$ cat config.mk
export PLATFORM = sky130hd
export DESIGN_NAME = uart_boot_loader
export DESIGN_NICKNAME = d
export VERILOG_FILES = /design/src/rtl/boot_pkg.sv /design/src/rtl/uart_rx.sv /design/src/rtl/uart_boot_loader.sv
export SDC_FILE = /design/constraint.sdc
export NUM_CORES = 1
export LEC_CHECK = 0
export BUFFER_PORTS_ARGS = -buffer_cell sky130_fd_sc_hd__buf_2
export CAP_MARGIN = 20
export CORE_MARGIN = 1
export CORE_UTILIZATION = 50
export DETAILED_ROUTE_END_ITERATION = 6
export PLACE_DENSITY = 0.68
export SYNTH_ARGS = -nofsm -noshare
export SYNTH_HDL_FRONTEND = slang
export SYNTH_SLANG_ARGS = --single-unit
$ cat constraint.sdc
create_clock -name clk -period 2.4 [get_ports clk]
set_input_delay 0 -clock clk [delete_from_list [all_inputs] [get_ports clk]]
set_output_delay 0 -clock clk [all_outputs]
set_load 0.02 [all_outputs]
$ cat src/rtl/boot_pkg.sv
// Shared definitions for the UART boot loader.
// Holds the loader and UART receiver state enums, the image framing
// constants, and a helper that assembles the 16-bit word-count header.
package boot_pkg;

    // Loader FSM states.
    typedef enum logic [2:0] {
        S_LEN0 = 3'd0,
        S_LEN1 = 3'd1,
        S_WORD = 3'd2,
        S_DONE = 3'd3,
        S_ERR  = 3'd4
    } load_state_t;

    // UART receiver states.
    typedef enum logic [1:0] {
        RX_IDLE  = 2'd0,
        RX_START = 2'd1,
        RX_DATA  = 2'd2,
        RX_STOP  = 2'd3
    } rx_state_t;

    // Number of header bytes that carry the word count.
    localparam int LEN_BYTES      = 2;
    // Bytes per instruction word.
    localparam int BYTES_PER_WORD = 4;

    // The header arrives low byte first.
    function automatic logic [15:0] make_len(input logic [7:0] hi, input logic [7:0] lo);
        return {hi, lo};
    endfunction

endpackage

$ cat src/rtl/uart_rx.sv
// 8N1 UART receiver.
// Synchronises the asynchronous serial line, detects the start bit,
// rejects start-bit glitches at mid-bit, and samples 8 data bits LSB first
// followed by the stop bit.
// Ports:
//   clk        system clock
//   rst        synchronous, active-high reset
//   rx_i       serial input, idle high, asynchronous to clk
//   byte_valid one-cycle pulse when a byte with a valid stop bit is received
//   byte_data  received byte, valid while byte_valid is high
//   frame_err  one-cycle pulse when the stop bit is sampled low
module uart_rx
    import boot_pkg::*;
#(
    parameter int CLKS_PER_BIT = 868
) (
    input  logic       clk,
    input  logic       rst,
    input  logic       rx_i,
    output logic       byte_valid,
    output logic [7:0] byte_data,
    output logic       frame_err
);

    localparam int CNT_W = $clog2(CLKS_PER_BIT);
    localparam logic [CNT_W-1:0] HALF_CNT = CNT_W'(CLKS_PER_BIT / 2 - 1);
    localparam logic [CNT_W-1:0] FULL_CNT = CNT_W'(CLKS_PER_BIT - 1);

    logic            rx_meta_r;
    logic            rx_sync_r;
    logic            rx_prev_r;
    rx_state_t       state_r;
    rx_state_t       state_next_s;
    logic [CNT_W-1:0] cnt_r;
    logic [CNT_W-1:0] cnt_next_s;
    logic [2:0]      bit_idx_r;
    logic [2:0]      bit_idx_next_s;
    logic [7:0]      shift_r;
    logic [7:0]      shift_next_s;
    logic            byte_valid_r;
    logic            byte_valid_next_s;
    logic [7:0]      byte_data_r;
    logic [7:0]      byte_data_next_s;
    logic            frame_err_r;
    logic            frame_err_next_s;

    // Two-flop synchroniser plus a delayed copy for falling-edge detection.
    always_ff @(posedge clk) begin
        if (rst) begin
            rx_meta_r <= 1'b1;
            rx_sync_r <= 1'b1;
            rx_prev_r <= 1'b1;
        end else begin
            rx_meta_r <= rx_i;
            rx_sync_r <= rx_meta_r;
            rx_prev_r <= rx_sync_r;
        end
    end

    // Receiver state and datapath registers.
    always_ff @(posedge clk) begin
        if (rst) begin
            state_r      <= RX_IDLE;
            cnt_r        <= '0;
            bit_idx_r    <= 3'd0;
            shift_r      <= 8'h00;
            byte_valid_r <= 1'b0;
            byte_data_r  <= 8'h00;
            frame_err_r  <= 1'b0;
        end else begin
            state_r      <= state_next_s;
            cnt_r        <= cnt_next_s;
            bit_idx_r    <= bit_idx_next_s;
            shift_r      <= shift_next_s;
            byte_valid_r <= byte_valid_next_s;
            byte_data_r  <= byte_data_next_s;
            frame_err_r  <= frame_err_next_s;
        end
    end

    // Next-state and bit-timing logic.
    always_comb begin
        state_next_s      = state_r;
        cnt_next_s        = cnt_r;
        bit_idx_next_s    = bit_idx_r;
        shift_next_s      = shift_r;
        byte_valid_next_s = 1'b0;
        byte_data_next_s  = byte_data_r;
        frame_err_next_s  = 1'b0;
        case (state_r)
            RX_IDLE: begin
                cnt_next_s     = '0;
                bit_idx_next_s = 3'd0;
                if (rx_prev_r && !rx_sync_r) begin
                    state_next_s = RX_START;
                end else begin
                    state_next_s = RX_IDLE;
                end
            end
            RX_START: begin
                // Re-check the line half a bit in; a high line was a glitch.
                if (cnt_r == HALF_CNT) begin
                    cnt_next_s = '0;
                    if (rx_sync_r) begin
                        state_next_s = RX_IDLE;
                    end else begin
                        state_next_s = RX_DATA;
                    end
                end else begin
                    cnt_next_s = cnt_r + CNT_W'(1'b1);
                end
            end
            RX_DATA: begin
                if (cnt_r == FULL_CNT) begin
                    cnt_next_s     = '0;
                    shift_next_s   = {rx_sync_r, shift_r[7:1]};
                    bit_idx_next_s = bit_idx_r + 3'd1;
                    if (bit_idx_r == 3'd7) begin
                        state_next_s = RX_STOP;
                    end else begin
                        state_next_s = RX_DATA;
                    end
                end else begin
                    cnt_next_s = cnt_r + CNT_W'(1'b1);
                end
            end
            RX_STOP: begin
                if (cnt_r == FULL_CNT) begin
                    cnt_next_s   = '0;
                    state_next_s = RX_IDLE;
                    if (rx_sync_r) begin
                        byte_valid_next_s = 1'b1;
                        byte_data_next_s  = shift_r;
                    end else begin
                        frame_err_next_s = 1'b1;
                    end
                end else begin
                    cnt_next_s = cnt_r + CNT_W'(1'b1);
                end
            end
            default: begin
                state_next_s = RX_IDLE;
                cnt_next_s   = '0;
            end
        endcase
    end

    assign byte_valid = byte_valid_r;
    assign byte_data  = byte_data_r;
    assign frame_err  = frame_err_r;

endmodule

$ cat src/rtl/uart_boot_loader.sv
// UART boot loader for the single-cycle RV32I core.
// Receives a 2-byte little-endian word count followed by that many
// little-endian 32-bit words, writes each word into instruction memory and
// releases the core from reset once the whole image is in.
// Ports:
//   clk        system clock
//   rst        synchronous, active-high reset
//   rx_i       UART serial input (8N1, idle high)
//   load_en    one-cycle instruction-memory write strobe
//   load_data  assembled instruction word
//   load_addr  word address of load_data
//   core_rst   core reset, held high until the image is complete
//   done       image fully loaded (sticky)
//   err        framing or length error (sticky)
module uart_boot_loader
    import boot_pkg::*;
#(
    parameter int CLKS_PER_BIT = 868,
    parameter int MAX_WORDS    = 256,
    parameter int ADDR_W       = 8
) (
    input  logic              clk,
    input  logic              rst,
    input  logic              rx_i,
    output logic              load_en,
    output logic [31:0]       load_data,
    output logic [ADDR_W-1:0] load_addr,
    output logic              core_rst,
    output logic              done,
    output logic              err
);

    localparam int HDR_BITS = LEN_BYTES * 8;

    logic                byte_valid_s;
    logic [7:0]          byte_data_s;
    logic                frame_err_s;

    load_state_t         state_r;
    load_state_t         state_next_s;
    logic [7:0]          len_lo_r;
    logic [7:0]          len_lo_next_s;
    logic [HDR_BITS-1:0] len_r;
    logic [HDR_BITS-1:0] len_next_s;
    logic [HDR_BITS-1:0] len_full_s;
    logic [1:0]          byte_idx_r;
    logic [1:0]          byte_idx_next_s;
    logic [ADDR_W:0]     word_idx_r;
    logic [ADDR_W:0]     word_idx_next_s;
    logic [ADDR_W:0]     word_inc_s;
    // Lanes for bytes 0..2; byte 3 goes straight into load_data.
    logic [2:0][7:0]     lanes_r;
    logic [2:0][7:0]     lanes_next_s;

    logic                load_en_r;
    logic                load_en_next_s;
    logic [31:0]         load_data_r;
    logic [31:0]         load_data_next_s;
    logic [ADDR_W-1:0]   load_addr_r;
    logic [ADDR_W-1:0]   load_addr_next_s;
    logic                core_rst_r;
    logic                core_rst_next_s;
    logic                done_r;
    logic                done_next_s;
    logic                err_r;
    logic                err_next_s;

    uart_rx #(
        .CLKS_PER_BIT(CLKS_PER_BIT)
    ) u_rx (
        .clk       (clk),
        .rst       (rst),
        .rx_i      (rx_i),
        .byte_valid(byte_valid_s),
        .byte_data (byte_data_s),
        .frame_err (frame_err_s)
    );

    assign len_full_s = make_len(byte_data_s, len_lo_r);
    assign word_inc_s = word_idx_r + {{ADDR_W{1'b0}}, 1'b1};

    // Loader state, counters, lanes and registered outputs.
    always_ff @(posedge clk) begin
        if (rst) begin
            state_r     <= S_LEN0;
            len_lo_r    <= 8'h00;
            len_r       <= '0;
            byte_idx_r  <= 2'd0;
            word_idx_r  <= '0;
            lanes_r     <= '0;
            load_en_r   <= 1'b0;
            load_data_r <= 32'h0000_0000;
            load_addr_r <= '0;
            core_rst_r  <= 1'b1;
            done_r      <= 1'b0;
            err_r       <= 1'b0;
        end else begin
            state_r     <= state_next_s;
            len_lo_r    <= len_lo_next_s;
            len_r       <= len_next_s;
            byte_idx_r  <= byte_idx_next_s;
            word_idx_r  <= word_idx_next_s;
            lanes_r     <= lanes_next_s;
            load_en_r   <= load_en_next_s;
            load_data_r <= load_data_next_s;
            load_addr_r <= load_addr_next_s;
            core_rst_r  <= core_rst_next_s;
            done_r      <= done_next_s;
            err_r       <= err_next_s;
        end
    end

    // Loader next-state, byte assembly and output logic.
    always_comb begin
        state_next_s     = state_r;
        len_lo_next_s    = len_lo_r;
        len_next_s       = len_r;
        byte_idx_next_s  = byte_idx_r;
        word_idx_next_s  = word_idx_r;
        lanes_next_s     = lanes_r;
        load_en_next_s   = 1'b0;
        load_data_next_s = load_data_r;
        load_addr_next_s = load_addr_r;
        done_next_s      = done_r;
        case (state_r)
            S_LEN0: begin
                if (byte_valid_s) begin
                    len_lo_next_s = byte_data_s;
                    state_next_s  = S_LEN1;
                end else if (frame_err_s) begin
                    state_next_s = S_ERR;
                end else begin
                    state_next_s = S_LEN0;
                end
            end
            S_LEN1: begin
                if (byte_valid_s) begin
                    len_next_s = len_full_s;
                    if (len_full_s == '0) begin
                        // Empty image: release the core on the next cycle.
                        state_next_s = S_DONE;
                        done_next_s  = 1'b1;
                    end else if (len_full_s > HDR_BITS'(MAX_WORDS)) begin
                        state_next_s = S_ERR;
                    end else begin
                        state_next_s    = S_WORD;
                        byte_idx_next_s = 2'd0;
                        word_idx_next_s = '0;
                    end
                end else if (frame_err_s) begin
                    state_next_s = S_ERR;
                end else begin
                    state_next_s = S_LEN1;
                end
            end
            S_WORD: begin
                if (byte_valid_s) begin
                    byte_idx_next_s = byte_idx_r + 2'd1;
                    case (byte_idx_r)
                        2'd0: lanes_next_s[0] = byte_data_s;
                        2'd1: lanes_next_s[1] = byte_data_s;
                        2'd2: lanes_next_s[2] = byte_data_s;
                        default: lanes_next_s = lanes_r;
                    endcase
                    if (byte_idx_r == 2'(BYTES_PER_WORD - 1)) begin
                        load_en_next_s   = 1'b1;
                        load_data_next_s = {byte_data_s, lanes_r[2], lanes_r[1], lanes_r[0]};
                        load_addr_next_s = word_idx_r[ADDR_W-1:0];
                        word_idx_next_s  = word_inc_s;
                        // Enter S_DONE together with the final strobe.
                        if (HDR_BITS'(word_inc_s) == len_r) begin
                            state_next_s = S_DONE;
                        end else begin
                            state_next_s = S_WORD;
                        end
                    end else begin
                        state_next_s = S_WORD;
                    end
                end else if (frame_err_s) begin
                    state_next_s = S_ERR;
                end else begin
                    state_next_s = S_WORD;
                end
            end
            S_DONE: begin
                state_next_s = S_DONE;
                done_next_s  = 1'b1;
            end
            S_ERR: begin
                state_next_s = S_ERR;
            end
            default: begin
                state_next_s = S_ERR;
            end
        endcase
        err_next_s      = err_r | (state_next_s == S_ERR);
        core_rst_next_s = ~done_next_s;
    end

    assign load_en   = load_en_r;
    assign load_data = load_data_r;
    assign load_addr = load_addr_r;
    assign core_rst  = core_rst_r;
    assign done      = done_r;
    assign err       = err_r;

endmodule

==> results.cfg <==
[synth]
post_synthesis_instance_area_mm2 = 0.00589
synth_enable_flop_cells = 0
postSynthCellCount = 726
synth-seq-cells = 142
average_instance_area_after_synthesis_um2 = 8.11
syn-num-nets = 738
share_of_synthesized_registers_carrying_an_async_set_or_reset_pct = 0
synth.lib_cells_used.distinct = 55
sequential_element_share_of_the_synthesized_area_pct = 48.3
synth_flop_cell = sky130_fd_sc_hd__dfxtp_1
synthesis.yosys.warnings = 0

[die]
effective_utilization_at_floorplan_pct = 51.3
die_area_mm2 = 0.0122
core-area_mm2 = 0.0115
row_count = 39
floorplan.io_pins = 47
dieWidth_um = 111
die_h_um = 111

[hold_path]
hold_class = primary input to flip-flop
min_from = rst

[route]
antenna_left = 0
drt_first_pass_iters = 5
drc = 0
totalWireLength_mm = 12.9
wire_per_inst_um = 14.3
viasPerCell = 5.48
detailedRoute.firstIterationViolations = 352
routed_via_count = 4972

[global_routing]
grt_use_total_pct = 21.9
number_of_antenna_violations_at_the_first_check_in_global_routing = 0
grt_pass1_vias = 4787
wire_length_of_the_first_global_routing_pass_mm = 21.9
largest_net_degree_at_the_start_of_global_routing = 55
grt_overflow_total = 0

[setup_path]
path_cells = or3b_2 -> nor4_4 -> nand4_2 -> mux2i_1 -> nor2_1
cpLargestDelayFamily = simple AND/OR/NAND/NOR gates
path_buf_inv = 0
setup.worst_path.end_class = flip-flop
crit-reg2reg-launch = u_rx.cnt_r[8]
path_max_fanout = 8
cell_with_the_largest_stage_delay_on_the_worst_path = sky130_fd_sc_hd__or3b_2
worst_ep_required_time_ns = 2.68
path_class = flip-flop to flip-flop
worst-endpoint-arrival_ns = 2.38
worst_setup_path_startpoint = u_rx.cnt_r[8]
max_stage_delay_on_crit_path_ns = 0.52
start_kind = flip-flop
rrSetupSlack_ns = 0.30

[cells_and_area]
count_of_inserted_antenna_diode_cells = 0
flow.area_growth_from_synthesis_pct = 16.3
design.final.nets = 764
mostFrequentLayoutCell = sky130_fd_sc_hd__nand2_1
layout_common_cells = 193 x sky130_fd_sc_hd__nand2_1, 142 x sky130_fd_sc_hd__dfxtp_1, 109 x sky130_fd_sc_hd__a21oi_1
stdcell_area_mm2 = 0.00685
final_layout_size_suffix_gt1_share_pct = 15.4
fillers = 1054

[sta]
finalCriticalPeriod_ns = 2.10
final.period_utilization_pct = 87.4
maxClockFrequency_ghz = 0.477
final.setup_skew_ns = 0.0118
fin_setup_tns_ns = 0
timing_worst_slew_pin_value_ns = 0.826
worst_slew_margin_rel_pct = 44.5
timing.final.hold_violations = 0
rsz0062_at_grt = no
final-max-slew-violation-count = 0
report.final.setup_viol = 0

[cts]
ctsRootBufferMaster = sky130_fd_sc_hd__clkbuf_16
cts.sink_count = 142
post_cts.resized_instances = 0
cts-root-to-sink-buffers = 2
clock_tree_from_tritoncts = built
insertion_delay_ns = 0.42
clk_transition_reported_paths_ns = 0.06
cts_buffers = 17
cts.htree.levels = 4

[place]
port-buffer-count = 46
place_area_mm2 = 0.00623
gp_routability_congestion = 0.842
hpwl_reported_at_the_end_of_detailed_placement_mm = 8.68

[power]
power_density_mw_per_mm2 = 746
leakage_nw = 2.50
report.power.total_mw = 5.11
peakVddDrop_mv = 0.841

[outcome]
status = finished, final reports clean

[flow_run]
drv.max_cap_violation_count = 0
-- metrics by stage --
step | std cells | hold slack, ns | setup slack (ns) | util, %
2_1_floorplan | 726 | 0.104 | 0.439 | -
3_3_place_gp | 875 | 0.184 | 0.359 | 54.3
3_5_place_dp | 875 | 0.186 | 0.286 | 54.3
4_1_cts | 908 | 0.0500 | 0.285 | 59.7
5_1_grt | 908 | 0.0691 | 0.147 | 59.7
6_report | 908 | 0.0601 | 0.302 | 59.7
-- cells in the mapped netlist, types with 6 or more instances --
library cell,n,area [um^2]
sky130_fd_sc_hd__xnor2_1,11,96.3
sky130_fd_sc_hd__inv_1,8,30.0
sky130_fd_sc_hd__nor3_1,8,40.0
sky130_fd_sc_hd__a311oi_2,6,90.1
sky130_fd_sc_hd__or2_2,6,37.5
sky130_fd_sc_hd__xor2_1,7,61.3
sky130_fd_sc_hd__nor2b_1,7,43.8
sky130_fd_sc_hd__nand2b_1,6,37.5
sky130_fd_sc_hd__o21ai_0,8,40.0
sky130_fd_sc_hd__nand2_1,193,724
sky130_fd_sc_hd__clkbuf_1,44,165
sky130_fd_sc_hd__nor2_1,40,150
sky130_fd_sc_hd__mux2i_1,9,90.1
sky130_fd_sc_hd__nand3_1,33,165
sky130_fd_sc_hd__ha_1,9,113
sky130_fd_sc_hd__a21oi_1,109,546
sky130_fd_sc_hd__dfxtp_1,142,2840
-- worst reg2reg max path, cell delays in order (launching register included) --
cell and delay [ns]:
sky130_fd_sc_hd__dfxtp_1 0.36, sky130_fd_sc_hd__or3b_2 0.52, sky130_fd_sc_hd__nor4_4 0.42, sky130_fd_sc_hd__nand4_2 0.36, sky130_fd_sc_hd__mux2i_1 0.26, sky130_fd_sc_hd__nor2_1 0.06
-- cell families after synthesis --
kind of cell	Yosys count	share of synthesized area (%)
simple gates	333	26.0
compound gates	151	15.4
flops	142	48.3
buf+inv	64	4.25
xor+xnor	18	2.68
mux	9	1.53
fa+ha+maj	9	1.91
-- routing by layer --
layer | share of wire [%] | wire length, um | vias to the layer above | GRT usage, %
met1 | 45 | 5800 | 2343 | 26.4
met3 | 4.4 | 571 | 23 | 5.71
met4 | 1.6 | 211 | 0 | 9.42
met2 | 49 | 6360 | 111 | 36.9
met5 | 0 | 0 | - | 0
li1 | - | - | 2495 | -
-- sequential cells by signal, summed over array words and instances (netlist names), 2 cells and up, named ones only --
register	flops
lanes_r	24
len_r	16
load_addr	8
u_rx.shift_r	8
byte_idx_r	2
load_data	32
u_rx.cnt_r	10
len_lo_r	8
u_rx.byte_data	8
state_r	3
word_idx_r	9
u_rx.bit_idx_r	3
-- report_power, final --
| part | switching (mW) | internal (mW) | leakage, nW |
|---|---|---|---|
| Clock | 0.997 | 1.69 | 0.300 |
| Combinational | 0.0403 | 0.0152 | 1.06 |
| Sequential | 0.00551 | 2.36 | 1.14 |
-- layout make-up --
class / count / area [um^2] / area share (%)
multi-input combinational: 520 / 2810 / 41.0
sequential: 142 / 2840 / 41.5
tap: 143 / 179 / 2.61
timing repair buffer: 63 / 375 / 5.48
clock inverter: 13 / 160 / 2.34
inverter: 8 / 30.0 / 0.438
clock buffer: 19 / 453 / 6.61
-- path summary, 6_finish.rpt --
check	endpoint	cells after the start
worst min register to register	u_rx.rx_sync_r	1
worst max register to register	u_rx.byte_data[7]	5
worst min-delay path	u_rx.bit_idx_r[2]	2
worst max-delay path	u_rx.byte_data[7]	5
-- repair_timing --
item,4_1_cts,5_1_grt
hold endpoints to repair,1,0
setup buffers,0,0
hold buffers,1,0
No activity file was read; power rests on OpenSTA's default activity.
